[src/rtl/fault_campaign_sequencer_if.sv]
// fault_campaign_sequencer_if: stimulus/observation bus and result handshake
// between the campaign sequencer (master) and the harness under test (slave).
interface fault_campaign_sequencer_if #(
    parameter int A_W   = 64,
    parameter int B_W   = 64,
    parameter int OBS_W = 128,
    parameter int FID_W = 16
);
    logic [A_W-1:0]   stim_a;
    logic [B_W-1:0]   stim_b;
    logic [FID_W-1:0] fault_id;
    logic             fault_en;
    logic [OBS_W-1:0] obs;
    logic             res_valid;
    logic             res_ready;
    logic [FID_W-1:0] res_fid;
    modport master (output stim_a, stim_b, fault_id, fault_en, res_valid, res_fid,
                    input obs, res_ready);
    modport slave (input stim_a, stim_b, fault_id, fault_en, res_valid, res_fid,
                   output obs, res_ready);
endinterface

[src/rtl/fault_campaign_sequencer.sv]
// fault_campaign_sequencer: golden pass then one faulty pass per fault ID, signature compare.
// Optional detected-fault result FIFO enabled by macro FCS_RESULT_FIFO_EN.
module fault_campaign_sequencer #(
    parameter int          A_W        = 64,
    parameter int          B_W        = 64,
    parameter int          OBS_W      = 128,
    parameter int          STEPS      = 256,
    parameter int          FID_W      = 16,
    parameter int          SIG_W      = 32,
    parameter logic [31:0] B_PAT      = 32'h0F_FF_55_AA,
    parameter int          FIFO_DEPTH = 8
) (
    input  logic                   clk,
    input  logic                   rst_n,
    input  logic                   start,
    input  logic [FID_W-1:0]       batch_start,
    input  logic [FID_W-1:0]       batch_end,
    input  logic                   mode,
    fault_campaign_sequencer_if.master bus,
    output logic                   busy,
    output logic                   done,
    output logic                   fault_done,
    output logic                   fault_detected,
    output logic [FID_W-1:0]       detected_cnt
);
    localparam int SW = $clog2(STEPS);
    localparam logic [SIG_W-1:0] POLY = SIG_W'(32'h04C11DB7);
    typedef enum logic [2:0] {IDLE, GOLD, RUN, CMP, FIN} state_e;
    state_e            state_q, state_d;
    logic [SW-1:0]     step_q, step_d, gen_step;
    logic [A_W-1:0]    stim_a_q, stim_a_d;
    logic [B_W-1:0]    stim_b_q, stim_b_d;
    logic [31:0]       lfsr_q, lfsr_d, cur_l, s32;
    logic [SIG_W-1:0]  sig_q, sig_d, gold_q, gold_d, sig_fold, obs_x;
    logic [FID_W-1:0]  fid_q, fid_d, fid_inc, bs_q, be_q, cnt_q;
    logic              mode_q, mode_sel, gen_en, pass_start, stall, last;
    logic [1:0]        quarter;
    logic [7:0]        b_byte;

    always_comb begin
        state_d    = state_q;
        step_d     = step_q;
        fid_d      = fid_q;
        gold_d     = gold_q;
        sig_d      = sig_q;
        gen_en     = 1'b0;
        pass_start = 1'b0;
        gen_step   = step_q + 1'b1;
        fid_inc    = fid_q + 1'b1;
        last       = step_q == SW'(STEPS - 1);
        case (state_q)
            IDLE: if (start) begin
                state_d    = batch_start >= batch_end ? FIN : GOLD;
                pass_start = batch_start < batch_end;
            end
            GOLD, RUN: begin
                sig_d  = sig_fold;
                step_d = gen_step;
                gen_en = !last;
                if (last) begin
                    state_d    = state_q == GOLD ? RUN : CMP;
                    pass_start = state_q == GOLD;
                    gold_d     = state_q == GOLD ? sig_fold : gold_q;
                    fid_d      = state_q == GOLD ? bs_q : fid_q;
                end
            end
            CMP: if (!stall) begin
                fid_d      = fid_inc;
                state_d    = fid_inc == be_q ? FIN : RUN;
                pass_start = fid_inc != be_q;
            end
            default: state_d = IDLE;
        endcase
        // every pass restarts the signature, the step count and the LFSR seed
        if (pass_start) begin
            sig_d    = '1;
            step_d   = '0;
            gen_en   = 1'b1;
            gen_step = '0;
        end
    end

    always_comb begin
        cur_l    = pass_start ? 32'h1 : lfsr_q;
        s32      = 32'(gen_step);
        quarter  = gen_step[SW-1 -: 2];
        b_byte   = B_PAT[8*quarter +: 8];
        mode_sel = state_q == IDLE ? mode : mode_q;
        stim_a_d = '0;
        stim_b_d = '0;
        for (int j = 0; j < A_W; j++)
            stim_a_d[j] = gen_en & (mode_sel ? cur_l[j%32]
                                             : (quarter == 2'd1) | (quarter[1] & (s32[j%4] ^ j[0])));
        for (int j = 0; j < B_W; j++)
            stim_b_d[j] = gen_en & (mode_sel ? ~cur_l[j%32] : (j < 8) & b_byte[j%8]);
        lfsr_d = gen_en ? (cur_l >> 1) ^ (cur_l[0] ? 32'h80200003 : 32'h0) : lfsr_q;
        obs_x  = '0;
        for (int k = 0; k < OBS_W / SIG_W; k++)
            obs_x = obs_x ^ bus.obs[k*SIG_W +: SIG_W];
        sig_fold = {sig_q[SIG_W-2:0], ^(sig_q & POLY)} ^ obs_x;
    end

    always_ff @(posedge clk or negedge rst_n) begin
        if (!rst_n) begin
            state_q  <= IDLE;
            step_q   <= '0;
            stim_a_q <= '0;
            stim_b_q <= '0;
            lfsr_q   <= 32'h1;
            sig_q    <= '1;
            gold_q   <= '1;
            fid_q    <= '0;
            cnt_q    <= '0;
            bs_q     <= '0;
            be_q     <= '0;
            mode_q   <= 1'b0;
        end else begin
            state_q  <= state_d;
            step_q   <= step_d;
            stim_a_q <= stim_a_d;
            stim_b_q <= stim_b_d;
            lfsr_q   <= lfsr_d;
            sig_q    <= sig_d;
            gold_q   <= gold_d;
            fid_q    <= fid_d;
            cnt_q    <= cnt_q + FID_W'(fault_detected & ~&cnt_q);
            if (state_q == IDLE && start) begin
                bs_q   <= batch_start;
                be_q   <= batch_end;
                mode_q <= mode;
            end
        end
    end

    assign busy           = state_q != IDLE;
    assign done           = state_q == FIN;
    assign fault_done     = state_q == CMP && !stall;
    assign fault_detected = fault_done && sig_q != gold_q;
    assign detected_cnt   = cnt_q;
    assign bus.stim_a     = stim_a_q;
    assign bus.stim_b     = stim_b_q;
    assign bus.fault_id   = fid_q;
    assign bus.fault_en   = state_q == RUN;

`ifdef FCS_RESULT_FIFO_EN
    localparam int PW = $clog2(FIFO_DEPTH);
    logic [FID_W-1:0] mem_q [FIFO_DEPTH];
    logic [PW:0]      wp_q, rp_q;
    logic             full, pop;
    assign pop           = bus.res_valid && bus.res_ready;
    assign full          = (wp_q - rp_q) == (PW+1)'(FIFO_DEPTH);
    // a pop in the same cycle frees the slot the push needs
    assign stall         = state_q == CMP && sig_q != gold_q && full && !pop;
    assign bus.res_valid = wp_q != rp_q;
    assign bus.res_fid   = bus.res_valid ? mem_q[rp_q[PW-1:0]] : '0;
    always_ff @(posedge clk or negedge rst_n) begin
        if (!rst_n) begin
            wp_q <= '0;
            rp_q <= '0;
        end else begin
            wp_q <= wp_q + {{PW{1'b0}}, fault_detected};
            rp_q <= rp_q + {{PW{1'b0}}, pop};
        end
    end
    always_ff @(posedge clk)
        if (fault_detected) mem_q[wp_q[PW-1:0]] <= fid_q;
`else
    localparam int unused_depth = FIFO_DEPTH;
    logic unused_ready;
    assign unused_ready  = bus.res_ready;
    assign stall         = 1'b0;
    assign bus.res_valid = 1'b0;
    assign bus.res_fid   = '0;
`endif
endmodule

[src/flat_wrapper.sv]
// flat-port wrapper written by rule: the top's interface ports become plain ports
module fault_campaign_sequencer_flat 
#(
    parameter int          A_W        = 64,
    parameter int          B_W        = 64,
    parameter int          OBS_W      = 128,
    parameter int          STEPS      = 256,
    parameter int          FID_W      = 16,
    parameter int          SIG_W      = 32,
    parameter logic [31:0] B_PAT      = 32'h0F_FF_55_AA,
    parameter int          FIFO_DEPTH = 8
)
  (clk, rst_n, start, batch_start, batch_end, mode, busy, done, fault_done, fault_detected, detected_cnt, bus_stim_a, bus_stim_b, bus_fault_id, bus_fault_en, bus_res_valid, bus_res_fid, bus_obs, bus_res_ready);
  fault_campaign_sequencer_if #(.A_W(A_W), .B_W(B_W), .OBS_W(OBS_W), .FID_W(FID_W)) bus_i ();
  input  logic clk;
  input  logic rst_n;
  input  logic start;
  input  logic [FID_W-1:0] batch_start;
  input  logic [FID_W-1:0] batch_end;
  input  logic mode;
  output logic busy;
  output logic done;
  output logic fault_done;
  output logic fault_detected;
  output logic [FID_W-1:0] detected_cnt;
  output wire logic [$bits(bus_i.stim_a)-1:0] bus_stim_a;
  output wire logic [$bits(bus_i.stim_b)-1:0] bus_stim_b;
  output wire logic [$bits(bus_i.fault_id)-1:0] bus_fault_id;
  output wire logic [$bits(bus_i.fault_en)-1:0] bus_fault_en;
  output wire logic [$bits(bus_i.res_valid)-1:0] bus_res_valid;
  output wire logic [$bits(bus_i.res_fid)-1:0] bus_res_fid;
  input wire logic [$bits(bus_i.obs)-1:0] bus_obs;
  input wire logic [$bits(bus_i.res_ready)-1:0] bus_res_ready;
  assign bus_stim_a = bus_i.stim_a;
  assign bus_stim_b = bus_i.stim_b;
  assign bus_fault_id = bus_i.fault_id;
  assign bus_fault_en = bus_i.fault_en;
  assign bus_res_valid = bus_i.res_valid;
  assign bus_res_fid = bus_i.res_fid;
  assign bus_i.obs = bus_obs;
  assign bus_i.res_ready = bus_res_ready;
  fault_campaign_sequencer #(.A_W(A_W), .B_W(B_W), .OBS_W(OBS_W), .STEPS(STEPS), .FID_W(FID_W), .SIG_W(SIG_W), .B_PAT(B_PAT), .FIFO_DEPTH(FIFO_DEPTH)) u_core (.clk(clk), .rst_n(rst_n), .start(start), .batch_start(batch_start), .batch_end(batch_end), .mode(mode), .bus(bus_i), .busy(busy), .done(done), .fault_done(fault_done), .fault_detected(fault_detected), .detected_cnt(detected_cnt));
endmodule
[config.mk]
export PLATFORM = sky130hd
export DESIGN_NAME = fault_campaign_sequencer_flat
export DESIGN_NICKNAME = d
export VERILOG_FILES = /design/src/rtl/fault_campaign_sequencer_if.sv /design/src/rtl/fault_campaign_sequencer.sv /design/src/flat_wrapper.sv
export SDC_FILE = /design/constraint.sdc
export NUM_CORES = 1
export LEC_CHECK = 0
export BUFFER_PORTS_ARGS = -buffer_cell sky130_fd_sc_hd__buf_2
export CAP_MARGIN = 25
export CORE_MARGIN = 3
export CORE_UTILIZATION = 58
export CTS_BUF_LIST = sky130_fd_sc_hd__clkbuf_8
export DETAILED_ROUTE_END_ITERATION = 12
export GPL_TIMING_DRIVEN = 0
export MAX_ROUTING_LAYER = met4
export PLACE_DENSITY = 0.86
export SKIP_LAST_GASP = 1
export SLEW_MARGIN = 15
export SYNTH_ARGS = -nofsm -noshare
export SYNTH_HDL_FRONTEND = slang
export SYNTH_SLANG_ARGS = --single-unit
[constraint.sdc]
create_clock -name clk -period 6.8 [get_ports clk]
set_input_delay 1.36 -clock clk [delete_from_list [all_inputs] [get_ports clk]]
set_output_delay 1.36 -clock clk [all_outputs]
set_load 0.05 [all_outputs]
==> results of run 1 <==
==> per-stage QoR <==
stage	util	hold slack [ps]	total power, mW
after CTS	0.724	487	9.09
after global placement	0.685	472	7.63
after global routing	0.724	493	9.65
final	0.724	484	9.08
after floorplan	-	465	6.51
after detailed placement	0.688	478	7.77
==> worst min-delay path: stages, from the launching register on <==
cell and delay [ps]:
dfstp_2 370, nand2_1 40, o21ai_0 60
==> layer usage <==
metal	vias up	wire length, µm	share of wire	track usage
li1	5195	-	-	-
met1	5276	13600	0.39	0.348
met2	529	17500	0.50	0.466
met3	85	2780	0.079	0.0497
met4	0	1060	0.030	0.0938
met5	-	0	0	-
==> sequential cells by signal (all words and copies together), names as in the netlist <==
register,cells
u_core.state_q,3
u_core.bs_q,16
u_core.gold_q,32
u_core.mode_q,1
u_core.sig_q,32
u_core.bus.fault_id,16
u_core.detected_cnt,16
u_core.be_q,16
u_core.lfsr_q,32
u_core.bus.stim_b,40
u_core.bus.stim_a,32
u_core.step_q,8
==> power breakdown <==
group / switching (mW) / leakage (nW) / internal (mW)
sequential: 0.453 / 2.96 / 2.04
combinational: 3.50 / 4.71 / 1.80
clock: 0.587 / 0.459 / 0.698
total: 4.54 / 8.13 / 4.54
==> final cells by class <==
type	instances	area (µm²)	share of cell area
inverters	28	105	0.00637
flip-flops and latches	244	6190	0.375
well taps	313	392	0.0237
plain buffers	143	968	0.0587
clock buffers	53	729	0.0442
repair buffers	331	1710	0.104
multi-input cells	948	6320	0.383
clock inverters	17	82.6	0.00501
==> cell families (layout without fill, tap and decap cells) <==
logic type	Yosys count	count (layout)	synth area share
multiplexers	36	36	0.0299
adder cells (fa/ha/maj)	21	21	0.0194
AND/OR/NAND/NOR	423	423	0.150
AO/OA/AOI/OAI	226	226	0.117
XOR/XNOR	225	225	0.146
other	1	17	0.000277
flip-flops	244	244	0.458
buffers and inverters	171	572	0.0794
==> synthesized netlist by cell type, types with 5 or more instances <==
cell and n:
nand4_1 20, xnor2_1 169, inv_1 27, dfrtp_1 179, mux2_2 35, nand2_1 173
clkbuf_1 42, a21oi_1 87, clkbuf_8 6, nor3_1 5, ha_1 21, buf_4 78
buf_2 8, a21o_1 10, nor2_1 141, nor3_2 23, buf_6 7, o21ai_0 57
xor2_1 56, o211ai_1 7, nand3_1 21, dfstp_2 65, o211ai_2 30
==> how the worst max path moves through the flow <==
stage / endpoint / slack [ps] / startpoint / depth (start not counted)
global placement: u_core.bus.stim_a[46] / 230 / rst_n / 1
finish: fault_detected / 2720 / u_core.state_q[2] / 6
CTS: fault_detected / 2700 / u_core.state_q[2] / 6
detailed placement: u_core.bus.stim_b[4] / 2360 / batch_end[15] / 14
global route: fault_detected / 2600 / u_core.state_q[2] / 6
floorplan: u_core.bus.stim_b[4] / 2930 / batch_end[11] / 13
==> impl_metrics.env, run 1 <==
export IMPL_hold_path_depth=2
export IMPL_r2r_end="u_core.bus.stim_b[4]"
export IMPL_antenna_cells=0
export IMPL_arrival_ps=2720
export IMPL_synth_largest_area_cell="dfrtp_1"
export IMPL_gp_congestion=0.910
export IMPL_fill_cells=1645
export IMPL_final_nets=1923
export IMPL_path_buf_inv=3
export IMPL_max_freq_ghz=0.245
export IMPL_cts_buffer_depth=3
export IMPL_min_path_type="reg2reg"
export IMPL_cts_resized=0
export IMPL_slew_viol_final=0
export IMPL_required_ps=5440
export IMPL_netlist_area_mm2=0.0135
export IMPL_start_util=0.593
export IMPL_io_buffers=328
export IMPL_r2r_setup_slack_ps=3290
export IMPL_fin_skew_ps=32.8
export IMPL_core_area_mm2=0.0228
export IMPL_synthArstFlopShare=1.00
export IMPL_first_pass_iters=5
export IMPL_max_vdd_ir_drop_uv=271
export IMPL_max_cap_violations=0
export IMPL_place_area_mm2=0.0157
export IMPL_cts_tree="built"
export IMPL_synth_seq_cells=244
export IMPL_ios=347
export IMPL_ys_dominant_reg_cell="dfrtp_1"
export IMPL_cts_root_buffer="clkbuf_8"
export IMPL_path_cells="clkbuf_1, nand2b_1, or2_2, clkbuf_1, a21oi_1, buf_2"
export IMPL_htreeDepth=2
export IMPL_hold_start="u_core.gold_q[1]"
export IMPL_post_place_ws_ps=2360
export IMPL_hold_buffers=0
export IMPL_fp_dieH_um=159
export IMPL_drive_gt1_frac=0.382
export IMPL_p_per_area_mw_per_mm2=550
export IMPL_insertion_delay_ps=560
export IMPL_ant_nets=0
export IMPL_period_minus_slack_ps=4080
export IMPL_grt_ovfl_total=0
export IMPL_grt_pass1_wl_um=54500
export IMPL_synth_edf_count=0
export IMPL_yosysSeqAreaShare=0.458
export IMPL_vias=11100
export IMPL_grt_usage=0.280
export IMPL_leakage_nw=8.13
export IMPL_outcome="complete, no violations"
export IMPL_cts_buffers=41
export IMPL_synth_top_cells_by_area="dfrtp_1 33%, dfstp_2 13%, xnor2_1 11%"
export IMPL_finalInstanceArea_mm2=0.0165
export IMPL_hold_end="u_core.gold_q[1]"
export IMPL_slowest_stage="a21oi_1"
export IMPL_synthCells=1347
export IMPL_slew_headroom=0.294
export IMPL_hold_viol=0
export IMPL_cts_setup_buffers=0
export IMPL_path_clk_slew_ps=60
export IMPL_area_delta_synth_final_pct=22.0
export IMPL_synth_top_cell_area_share=0.331
export IMPL_worstSetupPathType="reg2out"
export IMPL_crit_family="buffers and inverters"
export IMPL_avgSynthCellArea_um2=10.0
export IMPL_final_cell_mix="336 x buf_2, 179 x dfrtp_1, 173 x nand2_1"
export IMPL_rsz0062_at_grt="false"
export IMPL_critPathCaptureType="output pin"
export IMPL_critPathLaunchType="flop"
export IMPL_hpwlAfterDp_um=26700
export IMPL_ys_warn_count=0
export IMPL_crit_fanout=10
export IMPL_worstReg2RegStart="u_core.bus.fault_id[0]"
export IMPL_crit_top_cell="clkbuf_1"
export IMPL_max_slew_worst_pin_slew_ps=1030
export IMPL_grt_max_degree=96
export IMPL_setup_viol=0
export IMPL_drc=0
export IMPL_fin_setup_tns_ps=0
export IMPL_antenna_found_initial=0
export IMPL_fin_ws_ps=2720
export IMPL_drt_wl_total_um=35000
export IMPL_drt_initial_drc_count=806
export IMPL_reg2reg_depth=12
export IMPL_layoutNonFillerInstCount=2077
export IMPL_post_drt_wl_per_cell_um=16.8
export IMPL_timing_final_crit_share=0.600
export IMPL_mostFrequentLayoutCell="buf_2"
export IMPL_dp_cells=2007
export IMPL_die_area_mm2=0.0252
export IMPL_routed_via_density=5.34
export IMPL_row_count=55
export IMPL_synth_distinct_cells=77
export IMPL_cpPeakStageDelay_ps=430
export IMPL_cts_sinks=244
export IMPL_grt_pass1_vias=10700
export IMPL_dieWidth_um=159
Power figures use the tool's default switching activity.
==> inputs of run 2 (changes only) <==
--- a/config.mk
+++ b/config.mk
@@ -8,12 +8,12 @@
 export BUFFER_PORTS_ARGS = -buffer_cell sky130_fd_sc_hd__buf_2
 export CAP_MARGIN = 25
 export CORE_MARGIN = 3
-export CORE_UTILIZATION = 58
+export CORE_UTILIZATION = 55
 export CTS_BUF_LIST = sky130_fd_sc_hd__clkbuf_8
 export DETAILED_ROUTE_END_ITERATION = 12
 export GPL_TIMING_DRIVEN = 0
 export MAX_ROUTING_LAYER = met4
-export PLACE_DENSITY = 0.86
+export PLACE_DENSITY = 0.82
 export SKIP_LAST_GASP = 1
 export SLEW_MARGIN = 15
 export SYNTH_ARGS = -nofsm -noshare
==> constraint.sdc (replaced) <==
create_clock -name clk -period 4.1 [get_ports clk]
set_input_delay 0.82 -clock clk [delete_from_list [all_inputs] [get_ports clk]]
set_output_delay 0.82 -clock clk [all_outputs]
set_load 0.05 [all_outputs]
==> run 2 against run 1 <==
Clock-buffer cell count decreased by 4. Cell count up 0.43%. Sequential share of layout area hardly changed. Largest cell class unchanged. Highest routed layer unchanged. Die area up 5.2%. Combinational power rose by 66%. Sequential power rose by 65%. Clock power up 67%. Routed wire length decreased by 0.41%.
==> impl_metrics.env, run 2 (same netlist as run 1, synthesis figures left out) <==
export IMPL_vias=11000
export IMPL_drc=0
export IMPL_r2r_end="u_core.bus.stim_b[0]"
export IMPL_max_cap_violations=0
export IMPL_worstSetupPathType="reg2reg"
export IMPL_reg2reg_depth=12
export IMPL_dieWidth_um=163
export IMPL_cts_buffers=40
export IMPL_cts_tree="built"
export IMPL_final_nets=1922
export IMPL_period_minus_slack_ps=3620
export IMPL_row_count=56
export IMPL_leakage_nw=8.14
export IMPL_hold_viol=0
export IMPL_cpPeakStageDelay_ps=500
export IMPL_r2r_setup_slack_ps=480
export IMPL_cts_root_buffer="clkbuf_8"
export IMPL_finalInstanceArea_mm2=0.0165
export IMPL_area_delta_synth_final_pct=22.1
export IMPL_outcome="complete, no violations"
export IMPL_pwr_share_comb=0.584
export IMPL_min_path_type="in2async"
export IMPL_die_area_mm2=0.0265
export IMPL_netSwitchingPower_mw=7.51
export IMPL_ios=347
export IMPL_antenna_found_initial=0
export IMPL_ant_nets=0
export IMPL_critPathLaunchType="flop"
export IMPL_cts_setup_buffers=0
export IMPL_endpoint="u_core.bus.stim_b[0]"
export IMPL_m1WireLength_um=13700
export IMPL_antenna_cells=0
export IMPL_max_vdd_ir_drop_uv=575
export IMPL_grt_pass1_wl_um=55400
export IMPL_grt_ovfl_total=0
export IMPL_first_pass_iters=5
export IMPL_p_sw_frac=0.499
export IMPL_grt_pass1_vias=11100
export IMPL_setup_viol=0
export IMPL_largest_register_ffs=40
export IMPL_cts_buffer_depth=3
export IMPL_post_place_ws_ps=104
export IMPL_fin_ws_ps=479
export IMPL_io_buffers=328
export IMPL_slew_viol_final=0
export IMPL_core_area_mm2=0.0238
export IMPL_cts_sinks=244
export IMPL_critPathCaptureType="flop"
export IMPL_seqPwrFrac=0.274
export IMPL_routed_wl_met3_um=2540
export IMPL_final_cell_mix="336 x buf_2, 179 x dfrtp_1, 173 x nand2_1"
export IMPL_top_layer="met4"
export IMPL_slew_headroom=0.311
export IMPL_grt_max_degree=99
export IMPL_multi_input_area_mm2=0.00632
export IMPL_routed_via_density=5.29
export IMPL_slowest_stage="dfrtp_1"
export IMPL_fin_skew_ps=35.9
export IMPL_p_per_area_mw_per_mm2=911
export IMPL_max_slew_worst_pin_slew_ps=1000
export IMPL_cts_resized=0
export IMPL_crit_fanout=10
export IMPL_mostFrequentLayoutCell="buf_2"
export IMPL_worstReg2RegStart="u_core.bus.fault_id[0]"
export IMPL_hold_buffers=0
export IMPL_required_ps=4510
export IMPL_fill_cells=1862
export IMPL_max_freq_ghz=0.276
export IMPL_internal_power_mw=7.53
export IMPL_drt_initial_drc_count=777
export IMPL_rsz0062_at_grt="false"
export IMPL_fp_dieH_um=163
export IMPL_fin_total_pwr_mw=15.0
export IMPL_startpoint="u_core.bus.fault_id[0]"
export IMPL_place_area_mm2=0.0157
export IMPL_htreeDepth=2
export IMPL_drt_wl_total_um=34800
export IMPL_path_cells="ha_1, nand3_1, nor2_1, nand3_1, a21boi_1, nand4b_4, a21oi_4, buf_6, buf_6, nand2_1, ha_1, o32ai_1"
export IMPL_drive_gt1_frac=0.381
export IMPL_regArea_mm2=0.00619
export IMPL_grt_usage=0.266
export IMPL_arrival_ps=4030
export IMPL_hpwlAfterDp_um=26800
export IMPL_timing_final_crit_share=0.883
export IMPL_insertion_delay_ps=550
export IMPL_gp_congestion=0.892
export IMPL_path_clk_slew_ps=70
export IMPL_clkPwrFrac=0.143
export IMPL_post_drt_wl_per_cell_um=16.7
export IMPL_wl_met2_um=17600
export IMPL_start_util=0.567
run 2: changes by cell type in the layout (fill, tap and decap cells not counted), sizes merged:
cell | previous run | this run
inv | 40 | 42
bufinv | 0 | 1
clkinv | 4 | 8
clkbuf | 101 | 97
run 2: stage by stage:
step | util | hold slack (ps) | instances | TNS (ps)
final | 0.693 | 215 | 2086 | 0
after global routing | 0.693 | 218 | 2086 | 0
after CTS | 0.693 | 192 | 2086 | 0
after detailed placement | 0.659 | 479 | 2013 | 0
after global placement | 0.656 | 471 | 2010 | -373420
after floorplan | - | 465 | 1363 | 0
run 2: final cells by class:
| class | count | share of cell area |
|---|---|---|
| repair buffers | 331 | 0.104 |
| well taps | 319 | 0.0242 |
| flip-flops and latches | 244 | 0.375 |
| clock inverters | 24 | 0.00864 |
| clock buffers | 49 | 0.0409 |
| inverters | 28 | 0.00637 |
| multi-input cells | 948 | 0.383 |
| plain buffers | 143 | 0.0587 |
run 2: worst min path at each step:
stage | from | end | slack (ps) | cells after the start
global route | rst_n | u_core.be_q[1] | 220 | 1
floorplan | u_core.gold_q[0] | u_core.gold_q[0] | 460 | 2
finish | rst_n | u_core.bus.fault_id[7] | 210 | 1
detailed placement | u_core.gold_q[8] | u_core.gold_q[8] | 480 | 2
CTS | rst_n | u_core.bus.fault_id[7] | 190 | 1
global placement | u_core.gold_q[1] | u_core.gold_q[1] | 470 | 2
run 2: power by group through the flow:
stage / combinational (mW) / clock, mW / sequential [mW]
6_report: 8.78 / 2.15 / 4.11
3_5_place_dp: 8.76 / 0 / 4.14
5_1_grt: 9.47 / 2.29 / 4.22
4_1_cts: 8.79 / 2.19 / 4.11
3_3_place_gp: 8.57 / 0 / 4.10
2_1_floorplan: 5.71 / 0 / 5.09
run 2: routing by layer:
metal	vias to the layer above	track usage
met4	0	0.0815
met5	-	-
li1	5193	-
met3	80	0.0443
met1	5282	0.327
met2	470	0.453
run 2: critical path: cells and delay by family (launching register included):
family / cells / cell delay (ps)
AO/OA/AOI/OAI: 3 / 1040
flip-flops: 1 / 500
AND/OR/NAND/NOR: 5 / 1020
adder cells (fa/ha/maj): 2 / 560
buffers and inverters: 2 / 380
==> inputs of run 3 (changes only) <==
--- a/config.mk
+++ b/config.mk
@@ -5,7 +5,7 @@
 export SDC_FILE = /design/constraint.sdc
 export NUM_CORES = 1
 export LEC_CHECK = 0
-export BUFFER_PORTS_ARGS = -buffer_cell sky130_fd_sc_hd__buf_2
+export BUFFER_PORTS_ARGS = -buffer_cell sky130_fd_sc_hd__clkbuf_2
 export CAP_MARGIN = 25
 export CORE_MARGIN = 3
 export CORE_UTILIZATION = 55
@@ -14,6 +14,7 @@
 export GPL_TIMING_DRIVEN = 0
 export MAX_ROUTING_LAYER = met4
 export PLACE_DENSITY = 0.82
+export RECOVER_POWER = 100
 export SKIP_LAST_GASP = 1
 export SLEW_MARGIN = 15
 export SYNTH_ARGS = -nofsm -noshare
==> run 3 against run 2 <==
The run now ends with capacitance limit, slew limit left. Critical endpoint is now u_core.bus.stim_a[59]. Clock-buffer cell count fell by 2. Sequential power barely moved. Clock skew fell by 11 ps.
==> impl_metrics.env, run 3 (same netlist as run 1, synthesis figures left out) <==
export IMPL_drive_gt1_frac=0.254
export IMPL_hpwlAfterDp_um=26600
export IMPL_io_buffers=328
export IMPL_final_nets=1923
export IMPL_ios=347
export IMPL_hold_buffers=0
export IMPL_area_delta_synth_final_pct=18.0
export IMPL_fin_skew_ps=25.0
export IMPL_period_minus_slack_ps=3770
export IMPL_start_util=0.567
export IMPL_first_pass_iters=5
export IMPL_htreeDepth=2
export IMPL_path_cells="clkbuf_1, nor3_1, inv_2, nor2_1, or4b_1, nand2_4, a21o_1, clkbuf_1, nor2_1, buf_6, nor3_1"
export IMPL_cts_setup_buffers=0
export IMPL_cts_root_buffer="clkbuf_8"
export IMPL_vias=11000
export IMPL_cts_sinks=244
export IMPL_die_area_mm2=0.0265
export IMPL_gp_congestion=0.903
export IMPL_grt_ovfl_total=0
export IMPL_crit_fanout=10
export IMPL_post_drt_wl_per_cell_um=16.6
export IMPL_critPathCaptureType="flop"
export IMPL_grt_pass1_wl_um=55000
export IMPL_max_vdd_ir_drop_uv=476
export IMPL_mostFrequentLayoutCell="clkbuf_1"
export IMPL_arrival_ps=4180
export IMPL_largest_register_ffs=40
export IMPL_fin_util=0.669
export IMPL_outcome="finished with violations"
export IMPL_grt_usage=0.264
export IMPL_antenna_found_initial=0
export IMPL_row_count=56
export IMPL_fin_ws_ps=334
export IMPL_cts_tree="built"
export IMPL_dieWidth_um=163
export IMPL_ant_nets=0
export IMPL_required_ps=4510
export IMPL_post_place_ws_ps=41.2
export IMPL_rsz0062_at_grt="false"
export IMPL_hold_viol=0
export IMPL_antenna_cells=0
export IMPL_fp_dieH_um=163
export IMPL_critPathLaunchType="flop"
export IMPL_drt_initial_drc_count=818
export IMPL_p_per_area_mw_per_mm2=903
export IMPL_routed_via_density=5.27
export IMPL_setup_viol=0
export IMPL_path_clk_slew_ps=60
export IMPL_insertion_delay_ps=540
export IMPL_timing_final_crit_share=0.918
export IMPL_final_cell_mix="218 x clkbuf_1, 179 x dfrtp_1, 174 x nand2_1"
export IMPL_cts_resized=0
export IMPL_max_freq_ghz=0.266
export IMPL_hold_start="u_core.gold_q[8]"
export IMPL_core_area_mm2=0.0238
export IMPL_max_cap_violations=1
export IMPL_worstSetupPathType="reg2reg"
export IMPL_hold_end="u_core.gold_q[8]"
export IMPL_slowest_stage="or4b_1"
export IMPL_drt_wl_total_um=34700
export IMPL_slew_viol_final=53
export IMPL_leakage_nw=7.42
export IMPL_cts_buffers=41
export IMPL_worstReg2RegStart="u_core.state_q[0]"
export IMPL_grt_max_degree=98
export IMPL_cpPeakStageDelay_ps=640
export IMPL_hold_path_depth=2
export IMPL_violations="capacitance limit, slew limit"
export IMPL_grt_pass1_vias=10800
export IMPL_path_buf_inv=4
export IMPL_cts_buffer_depth=3
export IMPL_slew_headroom=-1.09
export IMPL_max_slew_worst_pin_slew_ps=3140
export IMPL_r2r_setup_slack_ps=330
export IMPL_r2r_end="u_core.bus.stim_a[59]"
export IMPL_drc=0
export IMPL_crit_family="simple AND/OR/NAND/NOR gates"
export IMPL_reg2reg_depth=11
export IMPL_min_path_type="reg2reg"
==> run 3: cell types whose count changed in the layout (fill, tap and decap cells not counted), moves of 3 or more <==
cell / change
nor3_2: -13
clkbuf_8: -3
o211ai_1: +27
o211ai_2: -27
buf_6: -3
buf_2: -331
clkbuf_2: +163
inv_1: +4
clkbuf_1: +176
nor3_1: +14
==> run 3: layout make-up <==
class	instances	area, µm²
Sequential cell	244	6190
Tap cell	319	399
Buffer	143	908
Timing Repair Buffer	331	1490
Fill cell	2014	7870
Clock buffer	47	647
Clock inverter	25	140
Multi-Input combinational cell	948	6070
Inverter	28	105
==> run 3: report_power, final <==
group	total, mW	internal, mW	leakage (nW)	switching, mW
clock network	2.08	1.11	0.471	0.968
logic	8.21	2.62	3.99	5.59
registers	4.11	3.38	2.96	0.729
==> run 3: routing by layer <==
| layer | up-vias | track usage | wire [µm] | part of all wire |
|---|---|---|---|---|
| li1 | 5212 | - | - | - |
| met3 | 60 | 0.0478 | 2860 | 0.082 |
| met1 | 5243 | 0.330 | 13800 | 0.40 |
| met2 | 466 | 0.440 | 17200 | 0.49 |
| met4 | 0 | 0.0792 | 828 | 0.024 |
| met5 | - | - | 0 | 0 |
==> run 3: worst reg2reg max path, stage by stage, from the launching register on <==
cell and delay (ps):
dfrtp_1 360, clkbuf_1 190, nor3_1 530, inv_2 70, nor2_1 500, or4b_1 640, nand2_4 130, a21o_1 100
clkbuf_1 340, nor2_1 240, buf_6 200, nor3_1 330
==> run 3: metrics by stage <==
stage | power (mW) | area (µm²) | hold slack (ps) | instances | setup TNS [ps]
2_1_floorplan | 10.8 | 13600 | 465 | 1363 | 0
3_3_place_gp | 12.7 | 15600 | 471 | 2010 | -510370
3_5_place_dp | 12.9 | 15700 | 478 | 2012 | 0
4_1_cts | 15.0 | 16500 | 246 | 2084 | 0
5_1_grt | 15.4 | 15900 | 508 | 2085 | 0
6_report | 14.4 | 15900 | 482 | 2085 | 0
==> run 3: worst max path at each step <==
stage	startpoint	end	slack, ps	depth (start not counted)
after floorplan	u_core.state_q[2]	u_core.detected_cnt[15]	610	12
after global placement	rst_n	u_core.bus.stim_a[48]	-2560	1
after detailed placement	batch_end[15]	u_core.bus.stim_b[0]	40	14
after CTS	u_core.bus.fault_id[0]	u_core.bus.stim_b[0]	440	12
after global routing	u_core.state_q[0]	u_core.bus.stim_a[59]	100	11
final	u_core.state_q[0]	u_core.bus.stim_a[59]	330	11
